==> config.mk <==
export PLATFORM = sky130hd
export DESIGN_NAME = cassette_recorder
export DESIGN_NICKNAME = d
export VERILOG_FILES = /design/src/rtl/cas_pkg.sv /design/src/rtl/cas_edge_timer.sv /design/src/rtl/cassette_recorder.sv
export SDC_FILE = /design/constraint.sdc
export NUM_CORES = 1
export LEC_CHECK = 0
export CORE_AREA = 8 8 132 134
export CTS_CLUSTER_SIZE = 25
export DETAILED_ROUTE_END_ITERATION = 10
export DIE_AREA = 0 0 140 142
export GPL_TIMING_DRIVEN = 0
export SLEW_MARGIN = 20
export SYNTH_ARGS = -nofsm -noshare
export SYNTH_HDL_FRONTEND = slang
export SYNTH_SLANG_ARGS = --single-unit
==> constraint.sdc <==
create_clock -name clk -period 8.6 [get_ports clk]
set_input_delay 1.72 -clock clk [delete_from_list [all_inputs] [get_ports clk]]
set_output_delay 1.72 -clock clk [all_outputs]
set_load 0.01 [all_outputs]
==> src/rtl/cas_pkg.sv <==
// Cassette constants shared by recorder and player: FSM states, leader byte, default tick periods.
// Definitions only; no logic, no latency, no flow control.
package cas_pkg;
    typedef enum logic [1:0] {
        IDLE = 2'd0,
        HUNT = 2'd1,
        DATA = 2'd2
    } cas_state_t;

    localparam logic [7:0] LEADER_BYTE  = 8'h55;
    localparam int         CLK_DIV_DEF  = 57;
    localparam int         P_MIN_DEF    = 250;
    localparam int         P_THRESH_DEF = 625;
    localparam int         P_MAX_DEF    = 1200;
    localparam int         DEB_DEF      = 3;
endpackage

==> src/rtl/cas_edge_timer.sv <==
// Synchronises and debounces cas_in, times rising-edge periods in 1 us ticks, classifies each cycle.
// Pulses are combinational in the tick that accepts the edge; no backpressure (pulses are not held).
module cas_edge_timer
    import cas_pkg::*;
#(
    parameter int CLK_DIV  = CLK_DIV_DEF,
    parameter int P_MIN    = P_MIN_DEF,
    parameter int P_THRESH = P_THRESH_DEF,
    parameter int P_MAX    = P_MAX_DEF,
    parameter int DEB      = DEB_DEF
) (
    input  logic clk,
    input  logic reset_n,
    input  logic clr,
    input  logic cas_in,
    output logic bit_valid,
    output logic bit_val,
    output logic dropout
);
    localparam int DIV_W = (CLK_DIV > 1) ? $clog2(CLK_DIV) : 1;
    localparam int DEB_W = $clog2(DEB + 1);
    localparam int PER_W = $clog2(P_MAX + 3);

    logic             sync1, sync2, level, tick, accept, rise, armed;
    logic [DIV_W-1:0] div_cnt;
    logic [DEB_W-1:0] deb_cnt;
    logic [PER_W-1:0] per_cnt, elapsed;

    assign tick    = (div_cnt == DIV_W'(CLK_DIV - 1));
    assign accept  = tick && (sync2 != level) && (deb_cnt == DEB_W'(DEB - 1));
    assign rise    = accept && sync2;
    assign elapsed = per_cnt + PER_W'(1);

    always_ff @(posedge clk or negedge reset_n) begin
        if (!reset_n) begin
            sync1   <= 1'b0;
            sync2   <= 1'b0;
            div_cnt <= '0;
            level   <= 1'b0;
            deb_cnt <= '0;
        end else begin
            sync1   <= cas_in;
            sync2   <= sync1;
            div_cnt <= tick ? '0 : div_cnt + DIV_W'(1);
            if (tick) begin
                if (sync2 == level || accept) begin
                    deb_cnt <= '0;
                end else begin
                    deb_cnt <= deb_cnt + DEB_W'(1);
                end
                if (accept) begin
                    level <= sync2;
                end
            end
        end
    end

    // per_cnt holds ticks since the last accepted rise and parks at P_MAX+1
    always_ff @(posedge clk or negedge reset_n) begin
        if (!reset_n) begin
            per_cnt <= '0;
            armed   <= 1'b0;
        end else if (clr) begin
            per_cnt <= '0;
            armed   <= 1'b0;
        end else if (rise) begin
            per_cnt <= '0;
            armed   <= 1'b1;
        end else if (tick && per_cnt <= PER_W'(P_MAX)) begin
            per_cnt <= elapsed;
        end
    end

    assign bit_val   = (elapsed < PER_W'(P_THRESH));
    assign bit_valid = !clr && armed && rise &&
                       (elapsed >= PER_W'(P_MIN)) && (elapsed <= PER_W'(P_MAX));
    assign dropout   = !clr && ((armed && rise && elapsed > PER_W'(P_MAX)) ||
                                (tick && !rise && per_cnt == PER_W'(P_MAX)));
endmodule

==> src/rtl/cassette_recorder.sv <==
// Decodes FSK cassette bits, aligns on the 0x55 leader and writes CAS bytes sequentially to SRAM.
// ram_wr one clk after the completing edge, address advances the clk after; no backpressure, SRAM must accept.
module cassette_recorder
    import cas_pkg::*;
#(
    parameter int CLK_DIV  = CLK_DIV_DEF,
    parameter int P_MIN    = P_MIN_DEF,
    parameter int P_THRESH = P_THRESH_DEF,
    parameter int P_MAX    = P_MAX_DEF,
    parameter int DEB      = DEB_DEF,
    parameter int ADDR_W   = 16
) (
    input  logic              clk,
    input  logic              reset_n,
    input  logic              en,
    input  logic              rewind,
    input  logic              cas_in,
    output logic [ADDR_W-1:0] ram_addr,
    output logic [7:0]        ram_data,
    output logic              ram_wr,
    output logic [ADDR_W:0]   byte_count,
    output logic              full,
    output logic              recording
);
    cas_state_t state, state_nxt;
    logic [7:0] sr, sr_nxt, sr_shift;
    logic [2:0] bitcnt, bitcnt_nxt;
    logic [3:0] seen, seen_nxt, seen_inc;
    logic       bit_valid, bit_val, dropout, wr_req, wr_q;

    cas_edge_timer #(
        .CLK_DIV  (CLK_DIV),
        .P_MIN    (P_MIN),
        .P_THRESH (P_THRESH),
        .P_MAX    (P_MAX),
        .DEB      (DEB)
    ) u_edge_timer (
        .clk       (clk),
        .reset_n   (reset_n),
        .clr       (state == IDLE),
        .cas_in    (cas_in),
        .bit_valid (bit_valid),
        .bit_val   (bit_val),
        .dropout   (dropout)
    );

    assign sr_shift = {bit_val, sr[7:1]};
    assign seen_inc = (seen == 4'd8) ? seen : seen + 4'd1;

    always_comb begin
        state_nxt  = state;
        sr_nxt     = sr;
        bitcnt_nxt = bitcnt;
        seen_nxt   = seen;
        wr_req     = 1'b0;
        if (!en) begin
            state_nxt  = IDLE;
            sr_nxt     = '0;
            bitcnt_nxt = '0;
            seen_nxt   = '0;
        end else if (state == IDLE) begin
            state_nxt = HUNT;
        end else if (dropout) begin
            state_nxt  = HUNT;
            sr_nxt     = '0;
            bitcnt_nxt = '0;
            seen_nxt   = '0;
        end else if (bit_valid) begin
            sr_nxt = sr_shift;
            if (state == HUNT) begin
                seen_nxt = seen_inc;
                // seen_inc counts the bit just shifted in, so a clean leader locks on its 8th bit
                if (sr_shift == LEADER_BYTE && seen_inc == 4'd8) begin
                    wr_req     = 1'b1;
                    bitcnt_nxt = '0;
                    state_nxt  = DATA;
                end
            end else begin
                bitcnt_nxt = bitcnt + 3'd1;
                wr_req     = (bitcnt == 3'd7);
            end
        end
    end

    always_ff @(posedge clk or negedge reset_n) begin
        if (!reset_n) begin
            state  <= IDLE;
            sr     <= '0;
            bitcnt <= '0;
            seen   <= '0;
        end else begin
            state  <= state_nxt;
            sr     <= sr_nxt;
            bitcnt <= bitcnt_nxt;
            seen   <= seen_nxt;
        end
    end

    always_ff @(posedge clk or negedge reset_n) begin
        if (!reset_n) begin
            wr_q       <= 1'b0;
            ram_data   <= '0;
            ram_addr   <= '0;
            byte_count <= '0;
            full       <= 1'b0;
        end else begin
            wr_q <= wr_req && !full && !rewind;
            if (wr_req && !full && !rewind) begin
                ram_data <= sr_shift;
            end
            if (rewind) begin
                ram_addr   <= '0;
                byte_count <= '0;
                full       <= 1'b0;
            end else if (wr_q) begin
                byte_count <= byte_count + (ADDR_W + 1)'(1);
                if (&ram_addr) begin
                    full <= 1'b1;
                end else begin
                    ram_addr <= ram_addr + ADDR_W'(1);
                end
            end
        end
    end

    assign ram_wr    = wr_q && !rewind;
    assign recording = (state == DATA);
endmodule

[After elaboration in Yosys (flattened, before gate mapping)]
Cells that the tools add are included.
Word-level totals
  flip-flop bits (word level): 83
  bits in latches: 0
  RAM bits: 0
  ROM bits: 0
  input port bits: 5
  output and inout bits: 44
  memories kept: 0
Operators by class
  add/subtract/negate cells: 7
  $mul: 0
  div/mod/pow operators: 0
  magnitude comparators: 5
  equal/unequal tests: 19
  shift operators: 0
  mux-type cells: 43
  bitwise operators: 0
  reductions and logical operators: 36
Operator list (count)
  $mux 16: 3
  $mux 17: 2
  $mux 11: 3
  $mux 8: 4
  $mux 4: 6
  $le 11x11->1 const B: 2
  $mux 3: 6
  $add 17x1->17 const B: 1
  $logic_and 1x1->1: 17
  $add 16x1->16 const B: 1
  $reduce_and 16->1: 1
  $mux 2: 7
  $ne 4x1->1 const B: 3
  $add 11x1->11 const B: 1
  $eq 11x11->1 const B: 1
  $ge 11x8->1 const B: 1
  $gt 11x11->1 const B: 1
  $lt 11x10->1 const B: 1
  $mux 1: 11
  $reduce_and 3->1: 3
  $eq 4x4->1 const B: 2
  $eq 8x7->1 const B: 1
  $reduce_and 2->1: 4
  $add 6x1->6 const B: 1
  18 further kinds: 27

[Depth between registers and ports, before layout]
Gate-level depths: netlist of the first run.
  depth after elaboration: 14
  depth in mapped cells: 12

[By module]
From an unflattened synthesis of the first run, not the netlist that was laid out.
Second synthesis, totals
  cell total of the unflattened synthesis: 510
  area, all modules: 4634.4 um2
Modules (own cells, without submodules)
  cassette_recorder: instances 1, cells each 333, area each 3113.0 um2
  cas_edge_timer: instances 1, cells each 177, area each 1521.5 um2

[Worst setup path before layout of the first run]
No wires, ideal clock.
  kind: input port to output port
  start point: input port rewind
  end point: output port ram_wr
  data arrival time: 2.079 ns
  path slack: 4.801 ns
  stages on the path: 2
  path buffers: 1
  cells stage by stage: clkbuf_1 > nor2b_1
Between the ends
  cells in the longest elaborated chain, start to end: 2
Ends and longest elaborated chain
  start: declaration: RTL line cassette_recorder.sv:16  | input logic rewind,
  $logic_not 1->1: RTL line cassette_recorder.sv:126  | assign ram_wr = wr_q && !rewind;
  $logic_and 1x1->1: RTL line cassette_recorder.sv:126
  end: declaration: RTL line cassette_recorder.sv:20  | output logic ram_wr,
Every way passes these cells.

[Worst setup path after layout of the first run]
Same ends and word-level chain as after synthesis.

==> results of run 1 <==
[metal layers]
layer  share of wire [%]  wire length [um]  vias up  track usage (%)
met1                  47              4845     1838            13.99
li1                    -                 -     1787                -
met3                 5.9               614       17            3.455
met5                   0                 0        -                0
met4                 1.6               167        0            4.057
met2                  46              4737       99            17.32
[cell usage in the layout, fill, tap and decap left out, types with 3 or more instances in the layout]
master and n:
o211a_1 4, a211oi_1 3, nand3_1 23, clkbuf_16 9
a31oi_1 5, dfrtp_1 82, mux2_2 8, nor2b_1 4
and3_1 11, inv_1 14, xnor2_1 14, mux2i_1 8
buf_2 7, nand2_1 37, clkbuf_1 11, nor3_1 9
clkdlybuf4s50_1 46, nand4b_1 3, ha_1 12, and2_1 5
nor4b_1 3, buf_4 3, o21ai_0 20, a21oi_1 14
nor2_1 79, xor2_1 33, nor4_1 4, nand4_1 8
nand3b_1 3, or3_1 6
[per-stage QoR]
step	instance area (sq um)	setup WS [ns]	instances
after floorplan	4486	4.801	473
after global placement	5196	2.834	712
after detailed placement	5214	4.205	713
after CTS	5523	4.217	728
after global routing	5523	4.160	728
final	5523	4.227	728
[path summary, 6_finish.rpt]
kind,from,endpoint,slack [ns]
max in group asynchronous,reset_n,u_edge_timer.div_cnt[4],6.59
min in group asynchronous,reset_n,byte_count[9],1.38
worst max-delay path,rewind,ram_wr,4.23
worst min-delay path,u_edge_timer.sync1,u_edge_timer.sync2,0.35
worst min register to register,u_edge_timer.sync1,u_edge_timer.sync2,0.35
worst max register to register,seen[0],ram_data[3],5.22
[cell type report]
class / instances / area (sq um) / share of cell area [%]
Multi-Input combinational cell: 358 / 2293 / 41.53
Clock buffer: 10 / 229.0 / 4.146
Inverter: 14 / 52.55 / 0.9515
Tap cell: 192 / 240.2 / 4.350
Buffer: 19 / 87.58 / 1.586
Timing Repair Buffer: 48 / 488.0 / 8.836
Clock inverter: 5 / 80.08 / 1.450
Sequential cell: 82 / 2052 / 37.15
[flip-flops by register name, indices dropped and copies added (netlist names)]
register / flops
byte_count: 17
ram_addr: 16
u_edge_timer.per_cnt: 11
ram_data: 8
sr: 7
u_edge_timer.div_cnt: 6
seen: 4
bitcnt: 3
state: 2
u_edge_timer.deb_cnt: 2
full: 1
u_edge_timer.armed: 1
u_edge_timer.level: 1
u_edge_timer.sync1: 1
u_edge_timer.sync2: 1
wr_q: 1
[power by group]
group,total [mW],switching [mW],internal (mW)
logic,0.0185,0.0147,0.00377
clock network,0.405,0.153,0.252
registers,0.387,0.000789,0.387
[cells by family after synthesis]
family,after synthesis,share of synthesized area (%)
AND/OR/NAND/NOR,209,23.24
multiplexers,17,4.045
adder cells (fa/ha/maj),12,3.347
flip-flops,82,45.75
buffers and inverters,33,3.124
AO/OA/AOI/OAI,73,11.33
XOR/XNOR,47,9.177
[Yosys cell counts (all sizes together) (2+ instances only)]
| library cell | n |
|---|---|
| nand2 | 37 |
| nor3b | 3 |
| ha | 12 |
| xor2 | 33 |
| and3 | 11 |
| o2111a | 2 |
| or4b | 2 |
| o21ai | 20 |
| nor3 | 10 |
| nand3 | 24 |
| or3 | 6 |
| dfrtp | 82 |
| nand4b | 3 |
| a311oi | 2 |
| a31oi | 5 |
| o21a | 2 |
| o31ai | 2 |
| mux2i | 8 |
| mux2 | 9 |
| xnor2 | 14 |
| a211oi | 3 |
| buf | 9 |
| clkbuf | 10 |
| nand4 | 9 |
| nor2 | 79 |
| nor4b | 3 |
| o211a | 4 |
| and2 | 5 |
| and4 | 2 |
| nor2b | 4 |
| o211ai | 2 |
| a21oi | 15 |
| nor4 | 4 |
| inv | 14 |
| nand3b | 3 |
==> results.sh, run 1 <==
export IMPL_netlist_area_sq_um=4486
export IMPL_syn_num_nets=490
export IMPL_die_width_um=140
export IMPL_start_kind="primary input"
export IMPL_rsz0062_at_grt="no"
export IMPL_cp_slowest_cell="clkdlybuf4s50_1"
export IMPL_ant_nets=0
export IMPL_fmax_mhz=228.7
export IMPL_syn_inst=473
export IMPL_max_stage_delay_ns=0.50
export IMPL_place_congestion=0.8689
export IMPL_numCtsBuffers=9
export IMPL_status="finished, final reports clean"
export IMPL_antennaDiodeCount=0
export IMPL_grt_pass1_vias=3854
export IMPL_place_hpwl_um=7596
export IMPL_io_pins=49
export IMPL_ir_worst_vdd_mv=0.08698
export IMPL_ctsHoldBuffers=0
export IMPL_fin_setup_tns_ns=0
export IMPL_min_period_ns=4.373
export IMPL_core_area_sq_um=15420
export IMPL_post_route_period_util_pct=50.85
export IMPL_hold_viol_final=0
export IMPL_start_util_pct=29.08
export IMPL_syn2layout_area_growth_pct=23.12
export IMPL_cts_sinks=82
export IMPL_worstMarginPinSlew_ns=0.9409
export IMPL_grt_remaining_overflow=0
export IMPL_synth_area_leader_cell="dfrtp_1"
export IMPL_clk_pin_slew_ns=0.06
export IMPL_final_layout_size_suffix_gt1_share_pct=8.209
export IMPL_cts_resized=0
export IMPL_num_vias=3741
export IMPL_cts_max_level=3
export IMPL_drtIter0Drc=204
export IMPL_clock_path_buffers=2
export IMPL_fillers=1523
export IMPL_nNetsFinal=549
export IMPL_grt_max_degree=48
export IMPL_synth_edf_count=0
export IMPL_max_cap_violations=0
export IMPL_hold_ws_ns=0.3543
export IMPL_synth_ff_type="dfrtp_1"
export IMPL_r2r_cells=9
export IMPL_path_depth=3
export IMPL_firstDrtPassIters=7
export IMPL_required_ns=6.88
export IMPL_p_leak_nw=2.319
export IMPL_cts_setup_buffers=0
export IMPL_rows=46
export IMPL_setup_violations_final=0
export IMPL_portBuffers=47
export IMPL_fp_dieH_um=142
export IMPL_yosysWarnings=0
export IMPL_endpoint_kind="output pin"
export IMPL_cts_tree="built"
export IMPL_report_final_slew_viol_count=0
export IMPL_avgSynthCellArea_sq_um=9.483
export IMPL_critPathArrivalTime_ns=2.65
export IMPL_grt_antenna_before_repair=0
export IMPL_grt_first_pass_wirelength_um=18290
export IMPL_synth_async_reset_ratio_pct=100.0
export IMPL_cp_cell_sequence="clkbuf_1 -> nor2b_1 -> clkdlybuf4s50_1"
export IMPL_finClkSkew_ns=0.008749
export IMPL_gr_usage_all_layers_pct=11.03
export IMPL_crit_family="buffers and inverters"
export IMPL_critical_path_class="in -> out"
export IMPL_critPathBufInv=2
export IMPL_ys_ff_latch=82
export IMPL_utilization_pct=35.80
export IMPL_slew_headroom_pct=37.27
export IMPL_cp_max_fo=9
export IMPL_drc_errors=0
export IMPL_drt_wl_total_um=10360
export IMPL_total_power_mw=0.8107
export IMPL_vias_per_cell=5.139
export IMPL_yosys_area_top_type_share_pct=45.75
export IMPL_min_path_type="reg -> reg"
export IMPL_clock_latency_ns=0.34
export IMPL_wl_per_cell_um=14.24
export IMPL_power_density_nw_per_um2=146.8
export IMPL_clock_root_buffer="clkbuf_16"
export IMPL_ys_seq_area_share_pct=45.75
export IMPL_die_area_sq_um=19880
export IMPL_yosys_top_cells_area="dfrtp_1, nor2_1, xor2_1"
export IMPL_min_path_cells=0
export IMPL_synth_cell_types=63
Power figures use the tool's default switching activity.
==> inputs of run 2 (changes only) <==
==> constraint.sdc (replaced) <==
create_clock -name clk -period 4.4 [get_ports clk]
set_input_delay 0.88 -clock clk [delete_from_list [all_inputs] [get_ports clk]]
set_output_delay 0.88 -clock clk [all_outputs]
set_load 0.01 [all_outputs]
==> results of run 2 <==
The final DEF is identical to that of run 1. Status: finished, final reports clean.
Main changes from that run: setup slack after placement 4.205 ns -> 0.9985 ns; setup slack after layout 4.227 ns -> 1.018 ns; start point of the critical path rewind -> seen[0]; end point of the critical path ram_wr -> ram_data[3]; register-to-register setup slack 5.22 ns -> 1.02 ns; total power 0.8107 mW -> 1.585 mW; worst IR drop on VDD 0.08698 mV -> 0.1700 mV
